$ cat src/rtl/multicycle_ctrl_pkg.sv
// Shared encodings for the multicycle RV32I-subset core: FSM states, opcodes,
// ALU control codes and the datapath mux selects driven by the controller.
package ctrl_pkg;

  typedef enum logic [3:0] {
    S_FETCH,
    S_DECODE,
    S_MEMADR,
    S_MEMREAD,
    S_MEMWB,
    S_MEMWRITE,
    S_EXECUTER,
    S_EXECUTEI,
    S_ALUWB,
    S_BEQ,
    S_JAL
  } state_t;

  localparam logic [6:0] OP_LW  = 7'b0000011;
  localparam logic [6:0] OP_SW  = 7'b0100011;
  localparam logic [6:0] OP_R   = 7'b0110011;
  localparam logic [6:0] OP_I   = 7'b0010011;
  localparam logic [6:0] OP_BEQ = 7'b1100011;
  localparam logic [6:0] OP_JAL = 7'b1101111;

  localparam logic [2:0] ALU_ADD = 3'b000;
  localparam logic [2:0] ALU_SUB = 3'b001;
  localparam logic [2:0] ALU_AND = 3'b010;
  localparam logic [2:0] ALU_OR  = 3'b011;
  localparam logic [2:0] ALU_SLT = 3'b101;

  localparam logic [1:0] ALUOP_ADD   = 2'b00;
  localparam logic [1:0] ALUOP_SUB   = 2'b01;
  localparam logic [1:0] ALUOP_FUNCT = 2'b10;

  localparam logic [1:0] RES_ALUOUT    = 2'b00;
  localparam logic [1:0] RES_DATA      = 2'b01;
  localparam logic [1:0] RES_ALURESULT = 2'b10;

  localparam logic [1:0] SRCA_PC    = 2'b00;
  localparam logic [1:0] SRCA_OLDPC = 2'b01;
  localparam logic [1:0] SRCA_RS1   = 2'b10;

  localparam logic [1:0] SRCB_RS2  = 2'b00;
  localparam logic [1:0] SRCB_IMM  = 2'b01;
  localparam logic [1:0] SRCB_FOUR = 2'b10;

  localparam logic [1:0] IMM_I = 2'b00;
  localparam logic [1:0] IMM_S = 2'b01;
  localparam logic [1:0] IMM_B = 2'b10;
  localparam logic [1:0] IMM_J = 2'b11;

  // Immediate format depends only on the opcode, so it is valid in every state.
  function automatic logic [1:0] imm_src_of(input logic [6:0] opcode);
    case (opcode)
      OP_SW:   return IMM_S;
      OP_BEQ:  return IMM_B;
      OP_JAL:  return IMM_J;
      default: return IMM_I;
    endcase
  endfunction

endpackage

$ cat src/rtl/multicycle_ctrl_if.sv
// Controller <-> datapath bundle. mem_ready is the only handshake: an access
// requested by the controller completes in the cycle mem_ready is high.
interface multicycle_ctrl_if;
  import ctrl_pkg::*;

  logic [6:0] opcode;
  logic [2:0] funct3;
  logic       funct7b5;
  logic       Zero;
  logic       mem_ready;

  logic       PCWrite;
  logic       AdrSrc;
  logic       MemWrite;
  logic       IRWrite;
  logic [1:0] ResultSrc;
  logic [1:0] ALUSrcA;
  logic [1:0] ALUSrcB;
  logic [1:0] ImmSrc;
  logic       RegWrite;
  logic [2:0] ALU_control;
  logic       illegal_instr;
  logic       instr_done;
  state_t     state;

  modport master (
    input  opcode, funct3, funct7b5, Zero, mem_ready,
    output PCWrite, AdrSrc, MemWrite, IRWrite, ResultSrc, ALUSrcA, ALUSrcB,
           ImmSrc, RegWrite, ALU_control, illegal_instr, instr_done, state
  );

  modport slave (
    output opcode, funct3, funct7b5, Zero, mem_ready,
    input  PCWrite, AdrSrc, MemWrite, IRWrite, ResultSrc, ALUSrcA, ALUSrcB,
           ImmSrc, RegWrite, ALU_control, illegal_instr, instr_done, state
  );

endinterface

$ cat src/rtl/multicycle_ctrl_alu_decoder.sv
// Maps ALUOp plus instruction fields onto the 3-bit ALU control code.
module alu_decoder
  import ctrl_pkg::*;
(
  input  logic [1:0] alu_op,
  input  logic [2:0] funct3,
  input  logic       funct7b5,
  input  logic       op5,
  output logic [2:0] alu_control
);

  always_comb begin
    alu_control = ALU_ADD;
    case (alu_op)
      ALUOP_SUB: alu_control = ALU_SUB;
      ALUOP_FUNCT: begin
        case (funct3)
          // bit 30 means SUB only for R-type; for addi it is immediate data.
          3'b000:  alu_control = (funct7b5 & op5) ? ALU_SUB : ALU_ADD;
          3'b010:  alu_control = ALU_SLT;
          3'b110:  alu_control = ALU_OR;
          3'b111:  alu_control = ALU_AND;
          default: alu_control = ALU_ADD;
        endcase
      end
      default: alu_control = ALU_ADD;
    endcase
  end

endmodule

$ cat src/rtl/multicycle_ctrl.sv
// Main control FSM of the multicycle core: fetch, decode, execute, writeback
// for lw, sw, R-type, I-type ALU, beq and jal, stalling on mem_ready.
module multicycle_ctrl
  import ctrl_pkg::*;
(
  input  logic                clk,
  input  logic                reset,
  multicycle_ctrl_if.master   bus
);

  state_t     state;
  state_t     state_next;
  logic       pc_update;
  logic       branch;
  logic [1:0] alu_op;

  always_ff @(posedge clk) begin
    if (reset) state <= S_FETCH;
    else       state <= state_next;
  end

  always_comb begin
    state_next        = state;
    pc_update         = 1'b0;
    branch            = 1'b0;
    alu_op            = ALUOP_ADD;
    bus.AdrSrc        = 1'b0;
    bus.MemWrite      = 1'b0;
    bus.IRWrite       = 1'b0;
    bus.ResultSrc     = RES_ALUOUT;
    bus.ALUSrcA       = SRCA_PC;
    bus.ALUSrcB       = SRCB_RS2;
    bus.RegWrite      = 1'b0;
    bus.illegal_instr = 1'b0;
    bus.instr_done    = 1'b0;

    case (state)
      S_FETCH: begin
        bus.ALUSrcB   = SRCB_FOUR;
        bus.ResultSrc = RES_ALURESULT;
        bus.IRWrite   = bus.mem_ready;
        pc_update     = bus.mem_ready;
        if (bus.mem_ready) state_next = S_DECODE;
      end
      S_DECODE: begin
        bus.ALUSrcA = SRCA_OLDPC;
        bus.ALUSrcB = SRCB_IMM;
        case (bus.opcode)
          OP_LW, OP_SW: state_next = S_MEMADR;
          OP_R:         state_next = S_EXECUTER;
          OP_I:         state_next = S_EXECUTEI;
          OP_BEQ:       state_next = S_BEQ;
          OP_JAL:       state_next = S_JAL;
          default: begin
            state_next        = S_FETCH;
            bus.illegal_instr = 1'b1;
            bus.instr_done    = 1'b1;
          end
        endcase
      end
      S_MEMADR: begin
        bus.ALUSrcA = SRCA_RS1;
        bus.ALUSrcB = SRCB_IMM;
        state_next  = (bus.opcode == OP_LW) ? S_MEMREAD : S_MEMWRITE;
      end
      S_MEMREAD: begin
        bus.AdrSrc = 1'b1;
        if (bus.mem_ready) state_next = S_MEMWB;
      end
      S_MEMWB: begin
        bus.ResultSrc  = RES_DATA;
        bus.RegWrite   = 1'b1;
        bus.instr_done = 1'b1;
        state_next     = S_FETCH;
      end
      S_MEMWRITE: begin
        // The write strobe stays up until memory accepts it.
        bus.AdrSrc     = 1'b1;
        bus.MemWrite   = 1'b1;
        bus.instr_done = bus.mem_ready;
        if (bus.mem_ready) state_next = S_FETCH;
      end
      S_EXECUTER: begin
        bus.ALUSrcA = SRCA_RS1;
        bus.ALUSrcB = SRCB_RS2;
        alu_op      = ALUOP_FUNCT;
        state_next  = S_ALUWB;
      end
      S_EXECUTEI: begin
        bus.ALUSrcA = SRCA_RS1;
        bus.ALUSrcB = SRCB_IMM;
        alu_op      = ALUOP_FUNCT;
        state_next  = S_ALUWB;
      end
      S_ALUWB: begin
        bus.RegWrite   = 1'b1;
        bus.instr_done = 1'b1;
        state_next     = S_FETCH;
      end
      S_BEQ: begin
        bus.ALUSrcA    = SRCA_RS1;
        bus.ALUSrcB    = SRCB_RS2;
        alu_op         = ALUOP_SUB;
        branch         = 1'b1;
        bus.instr_done = 1'b1;
        state_next     = S_FETCH;
      end
      S_JAL: begin
        bus.ALUSrcA = SRCA_OLDPC;
        bus.ALUSrcB = SRCB_FOUR;
        pc_update   = 1'b1;
        state_next  = S_ALUWB;
      end
      default: state_next = S_FETCH;
    endcase

    bus.PCWrite = pc_update | (branch & bus.Zero);

    // A reset cycle must never commit architectural state.
    if (reset) begin
      bus.PCWrite       = 1'b0;
      bus.MemWrite      = 1'b0;
      bus.IRWrite       = 1'b0;
      bus.RegWrite      = 1'b0;
      bus.illegal_instr = 1'b0;
      bus.instr_done    = 1'b0;
    end
  end

  assign bus.ImmSrc = imm_src_of(bus.opcode);
  assign bus.state  = state;

  alu_decoder u_alu_decoder (
    .alu_op      (alu_op),
    .funct3      (bus.funct3),
    .funct7b5    (bus.funct7b5),
    .op5         (bus.opcode[5]),
    .alu_control (bus.ALU_control)
  );

endmodule

$ cat src/flat_wrapper.sv
// flat-port wrapper written by rule: the top's interface ports become plain ports
module multicycle_ctrl_flat import ctrl_pkg::*;
  (clk, reset, bus_opcode, bus_funct3, bus_funct7b5, bus_Zero, bus_mem_ready, bus_PCWrite, bus_AdrSrc, bus_MemWrite, bus_IRWrite, bus_ResultSrc, bus_ALUSrcA, bus_ALUSrcB, bus_ImmSrc, bus_RegWrite, bus_ALU_control, bus_illegal_instr, bus_instr_done, bus_state);
  multicycle_ctrl_if bus_i ();
  input  logic clk;
  input  logic reset;
  input wire logic [$bits(bus_i.opcode)-1:0] bus_opcode;
  input wire logic [$bits(bus_i.funct3)-1:0] bus_funct3;
  input wire logic [$bits(bus_i.funct7b5)-1:0] bus_funct7b5;
  input wire logic [$bits(bus_i.Zero)-1:0] bus_Zero;
  input wire logic [$bits(bus_i.mem_ready)-1:0] bus_mem_ready;
  output wire logic [$bits(bus_i.PCWrite)-1:0] bus_PCWrite;
  output wire logic [$bits(bus_i.AdrSrc)-1:0] bus_AdrSrc;
  output wire logic [$bits(bus_i.MemWrite)-1:0] bus_MemWrite;
  output wire logic [$bits(bus_i.IRWrite)-1:0] bus_IRWrite;
  output wire logic [$bits(bus_i.ResultSrc)-1:0] bus_ResultSrc;
  output wire logic [$bits(bus_i.ALUSrcA)-1:0] bus_ALUSrcA;
  output wire logic [$bits(bus_i.ALUSrcB)-1:0] bus_ALUSrcB;
  output wire logic [$bits(bus_i.ImmSrc)-1:0] bus_ImmSrc;
  output wire logic [$bits(bus_i.RegWrite)-1:0] bus_RegWrite;
  output wire logic [$bits(bus_i.ALU_control)-1:0] bus_ALU_control;
  output wire logic [$bits(bus_i.illegal_instr)-1:0] bus_illegal_instr;
  output wire logic [$bits(bus_i.instr_done)-1:0] bus_instr_done;
  output wire logic [$bits(bus_i.state)-1:0] bus_state;
  assign bus_i.opcode = bus_opcode;
  assign bus_i.funct3 = bus_funct3;
  assign bus_i.funct7b5 = bus_funct7b5;
  assign bus_i.Zero = bus_Zero;
  assign bus_i.mem_ready = bus_mem_ready;
  assign bus_PCWrite = bus_i.PCWrite;
  assign bus_AdrSrc = bus_i.AdrSrc;
  assign bus_MemWrite = bus_i.MemWrite;
  assign bus_IRWrite = bus_i.IRWrite;
  assign bus_ResultSrc = bus_i.ResultSrc;
  assign bus_ALUSrcA = bus_i.ALUSrcA;
  assign bus_ALUSrcB = bus_i.ALUSrcB;
  assign bus_ImmSrc = bus_i.ImmSrc;
  assign bus_RegWrite = bus_i.RegWrite;
  assign bus_ALU_control = bus_i.ALU_control;
  assign bus_illegal_instr = bus_i.illegal_instr;
  assign bus_instr_done = bus_i.instr_done;
  assign bus_state = bus_i.state;
  multicycle_ctrl u_core (.clk(clk), .reset(reset), .bus(bus_i));
endmodule
$ cat config.mk
export PLATFORM = sky130hd
export DESIGN_NAME = multicycle_ctrl_flat
export DESIGN_NICKNAME = d
export VERILOG_FILES = /design/src/rtl/multicycle_ctrl_pkg.sv /design/src/rtl/multicycle_ctrl_if.sv /design/src/rtl/multicycle_ctrl_alu_decoder.sv /design/src/rtl/multicycle_ctrl.sv /design/src/flat_wrapper.sv
export SDC_FILE = /design/constraint.sdc
export NUM_CORES = 1
export LEC_CHECK = 0
export BUFFER_PORTS_ARGS = -buffer_cell sky130_fd_sc_hd__buf_4
export CORE_ASPECT_RATIO = 0.7
export CORE_UTILIZATION = 30
export DETAILED_ROUTE_END_ITERATION = 8
export GPL_ROUTABILITY_DRIVEN = 0
export RECOVER_POWER = 25
export SLEW_MARGIN = 15
export SYNTH_ARGS = -nofsm -noshare
export SYNTH_HDL_FRONTEND = slang
export SYNTH_HIERARCHICAL = 1
export SYNTH_SLANG_ARGS = --single-unit
export TNS_END_PERCENT = 20
$ cat constraint.sdc
create_clock -name clk -period 2.2 [get_ports clk]
set_input_delay 0.11 -clock clk [delete_from_list [all_inputs] [get_ports clk]]
set_output_delay 0.11 -clock clk [all_outputs]
set_load 0.1 [all_outputs]
==> out/qor.log <==
INFO  setup_path     timing.critical_path.to_type=output port
INFO  layout         synthToLayoutAreaGrowth=53.35%
INFO  clocking       clock_pin_slew_on_the_worst_setup_and_hold_paths=0.04ns
INFO  die            io-pin-count=37
INFO  setup_path     crit_type=reg2out
INFO  sta            slew-limit-headroom=0.2325
INFO  layout         layout_fillers=240
INFO  sta            whs=0.1608ns
INFO  layout         largest-register=u_core/bus.state
INFO  power          power_density=389.6nW/um2
INFO  yosys          synth.avg_cell_area=7.014um2
INFO  sta            final-max-slew-violation-count=0
INFO  drt            wl_per_cell=13.52um
INFO  grt            first_global_vias=814
INFO  setup_path     ff2ff_path_depth=4
INFO  setup_path     critical_path_peak_fanout=5
INFO  drt            drt-pass1-iter-count=6
INFO  drt            vias_per_cell=5.362
INFO  sta            skew=0.001118ns
INFO  die            core=2277um2
INFO  layout         antennaDiodeCount=0
INFO  setup_path     timing.rr.start=u_core/bus.state[1]$_SDFFE_PP0P_
INFO  clocking       tritoncts=yes
INFO  die            die_area=2757um2
INFO  hold_path      worstHoldPathType=in2reg
INFO  yosys          synthesis.area=764.5um2
INFO  yosys          synth.most_common_cell=sky130_fd_sc_hd__nand2_1
INFO  yosys          synth.top_cell.area_share=0.1047
INFO  drt            drc=1
INFO  yosys          synth_common_cells=sky130_fd_sc_hd__nand2_1, sky130_fd_sc_hd__nor2_1
INFO  drt            route.top_layer_used=met4
INFO  drt            route.vias.total=933
INFO  die            die_height=44.24um
INFO  yosys          synthesis.nets=126
INFO  grt            grt_start_max_net_pins=24
INFO  grt            grt_first_pass_wirelength=3.967mm
INFO  die            die_width=62.34um
INFO  job            timing.max_cap.violations=0
INFO  drt            met3RoutedLength=129um
INFO  status         result_of_the_run=finished with violations
INFO  layout         flip_flop_count_of_the_largest_register_all_copies_and_words_added=4
INFO  yosys          synth-async-reset-ratio=0
INFO  clocking       ctsResizeCount=0
INFO  layout         non_filler_cells_final=174
INFO  sta            achievable-frequency=482.7MHz
INFO  grt            grt.total_usage=0.1830
INFO  placed_design  dpl-instance-area=1171um2
INFO  hold_path      min_path_cells=2
INFO  hold_path      worstHoldStart=reset
INFO  setup_path     critical_path.cell_chain=and2b_2, nor3b_4, inv_1, ha_4, nor4b_4, buf_4
INFO  drt            number_of_nets_with_antenna_violations_after_routing=0
INFO  drt            drt-initial-drc-count=50
INFO  die            initial_standard_cell_utilization_of_the_core=0.3357
INFO  drt            total_wirelength_of_the_detailed_routed_design=2.352mm
INFO  clocking       clock_tree.buffer_depth=2
INFO  placed_design  dp_hpwl=1.847mm
INFO  sta            final_period_minus_worst_setup_slack=2.072ns
INFO  clocking       cts_max_level=1
INFO  sta            final_min_period_over_clock_period=0.9417
INFO  yosys          yosysSeqAreaShare=0.1047
INFO  grt            global_route.overflow_total=0
INFO  clocking       hold_buffers=0
INFO  setup_path     worst_ep_arrival_time=1.96ns
INFO  layout         final_area=1172um2
INFO  placed_design  pre_cts_ws=0.3729ns
INFO  yosys          syn_inst=109
INFO  yosys          synth-seq-cells=4
INFO  layout         final_layout_size_suffix_gt1_frac=0.4155
INFO  grt            antenna_violations_before_repair=0
INFO  setup_path     critPathRequiredTime=2.09ns
INFO  clocking       number_of_buffers_created_by_cts=3
INFO  clocking       cts.sinks=4
INFO  status         failed_checks=DRC
INFO  sta            worst_slew_pin_slew=1.156ns
INFO  placed_design  place.port_buffers=36
INFO  power          worst_ir_drop_on_vdd=0.3094mV
INFO  power          power.total=456.7uW
INFO  layout         layout.nets=161
INFO  clocking       clkLatencyLatePin=0.23ns
INFO  sta            finalSetupViolCount=0
INFO  yosys          synth-main-ff-cell=sky130_fd_sc_hd__dfxtp_1
INFO  setup_path     slowest_delay=0.33ns
INFO  sta            report.final.hold_viol_count=0
INFO  layout         top_registers=u_core/bus.state: 4 flops
INFO  drt            wl_met2=970um
INFO  sta            setup_tns=0ns
INFO  setup_path     start_kind=flop
INFO  die            fp-row-count=14
INFO  layout         layout.core_utilization=0.5148
INFO  sta            unrepaired_setup_endpoints_after_global_routing=false
INFO  hold_path      hold_end=u_core/bus.state[2]$_SDFFE_PP0P_
INFO  yosys          synthTopCellsByArea=sky130_fd_sc_hd__dfxtp_1, sky130_fd_sc_hd__and3_1, sky130_fd_sc_hd__nand2_1
INFO  setup_path     ff_to_ff_end=u_core/bus.state[3]$_SDFFE_PP0P_
INFO  placed_design  dp_cells=171
INFO  clocking       clockRootBuffer=sky130_fd_sc_hd__clkbuf_4
INFO  clocking       cts_setup_buffers=0
INFO  yosys          yosys_warnings=6
INFO  yosys          synth_enable_flop_cells=0
INFO  yosys          synthDominantAreaCellType=sky130_fd_sc_hd__dfxtp_1
INFO  sta            final.setup.worst_slack=0.1283ns
INFO  yosys          post_synth_num_cell_types=45
INFO  setup_path     reg2reg_setup_slack=0.65ns
INFO  power          power_leakage=0.4752nW
INFO  setup_path     crit_slowest_cell=sky130_fd_sc_hd__dfxtp_4
INFO  drt            met1_length=1.235mm
-- final cells by class --
class	instances	area, um2	share of cell area
well taps	32	40.04	0.03415
inverters	6	27.53	0.02348
clock buffers	3	22.52	0.01921
repair buffers	38	264.0	0.2252
multi-input cells	91	723.2	0.6169
flip-flops and latches	4	95.09	0.08111
-- layer usage --
metal	vias to the layer above	global-route usage
met2	40	0.2659
met1	422	0.2796
met5	-	0
met3	2	0.01031
li1	469	-
met4	0	0.07442
-- cells by family (layout without fill, tap and decap cells) --
group / count (synthesis) / count (layout) / synth area share
XOR/XNOR: 1 / 1 / 0.01146
AO/OA/AOI/OAI: 30 / 30 / 0.2897
adder cells (fa/ha/maj): 2 / 2 / 0.03273
buffers and inverters: 14 / 47 / 0.08673
flip-flops: 4 / 4 / 0.1048
AND/OR/NAND/NOR: 58 / 58 / 0.4747
-- layout by cell type, fill, tap and decap left out, types with 4 or more instances in the layout --
cell / n
sky130_fd_sc_hd__and3_1: 5
sky130_fd_sc_hd__nor3_2: 4
sky130_fd_sc_hd__dfxtp_4: 4
sky130_fd_sc_hd__a21oi_1: 6
sky130_fd_sc_hd__nor2_1: 8
sky130_fd_sc_hd__nand2_1: 10
sky130_fd_sc_hd__buf_4: 32
sky130_fd_sc_hd__clkbuf_1: 5
sky130_fd_sc_hd__inv_1: 5
sky130_fd_sc_hd__nand2b_1: 6
-- worst max-delay path by stage --
| stage | startpoint | end | slack (ns) | depth (start not counted) |
|---|---|---|---|---|
| 2_1_floorplan | u_core/bus.state[3]$_SDFFE_PP0P_ | bus_ALU_control[2] | -0.33 | 6 |
| 3_3_place_gp | u_core/bus.state[2]$_SDFFE_PP0P_ | bus_ALU_control[2] | 0.39 | 6 |
| 3_5_place_dp | u_core/bus.state[2]$_SDFFE_PP0P_ | bus_ALU_control[2] | 0.37 | 6 |
| 4_1_cts | u_core/bus.state[2]$_SDFFE_PP0P_ | bus_ALU_control[2] | 0.11 | 6 |
| 5_1_grt | u_core/bus.state[2]$_SDFFE_PP0P_ | bus_ALU_control[2] | 0.02 | 6 |
| 6_report | u_core/bus.state[2]$_SDFFE_PP0P_ | bus_ALU_control[2] | 0.13 | 6 |
-- critical path: cells and delay by family (launching register included) --
| family | cells | cell delay [ns] |
|---|---|---|
| buffers and inverters | 2 | 0.41 |
| AND/OR/NAND/NOR | 3 | 0.74 |
| adder cells (fa/ha/maj) | 1 | 0.24 |
| flip-flops | 1 | 0.33 |
-- where the power goes --
part	leakage [nW]	total (mW)	internal [mW]	switching, mW
clock	0.0138	0.0883	0.0608	0.0275
sequential	0.0356	0.0812	0.0734	0.00776
combinational	0.426	0.287	0.0793	0.208
total	0.475	0.457	0.214	0.243
(Power assumes the default switching activity.)
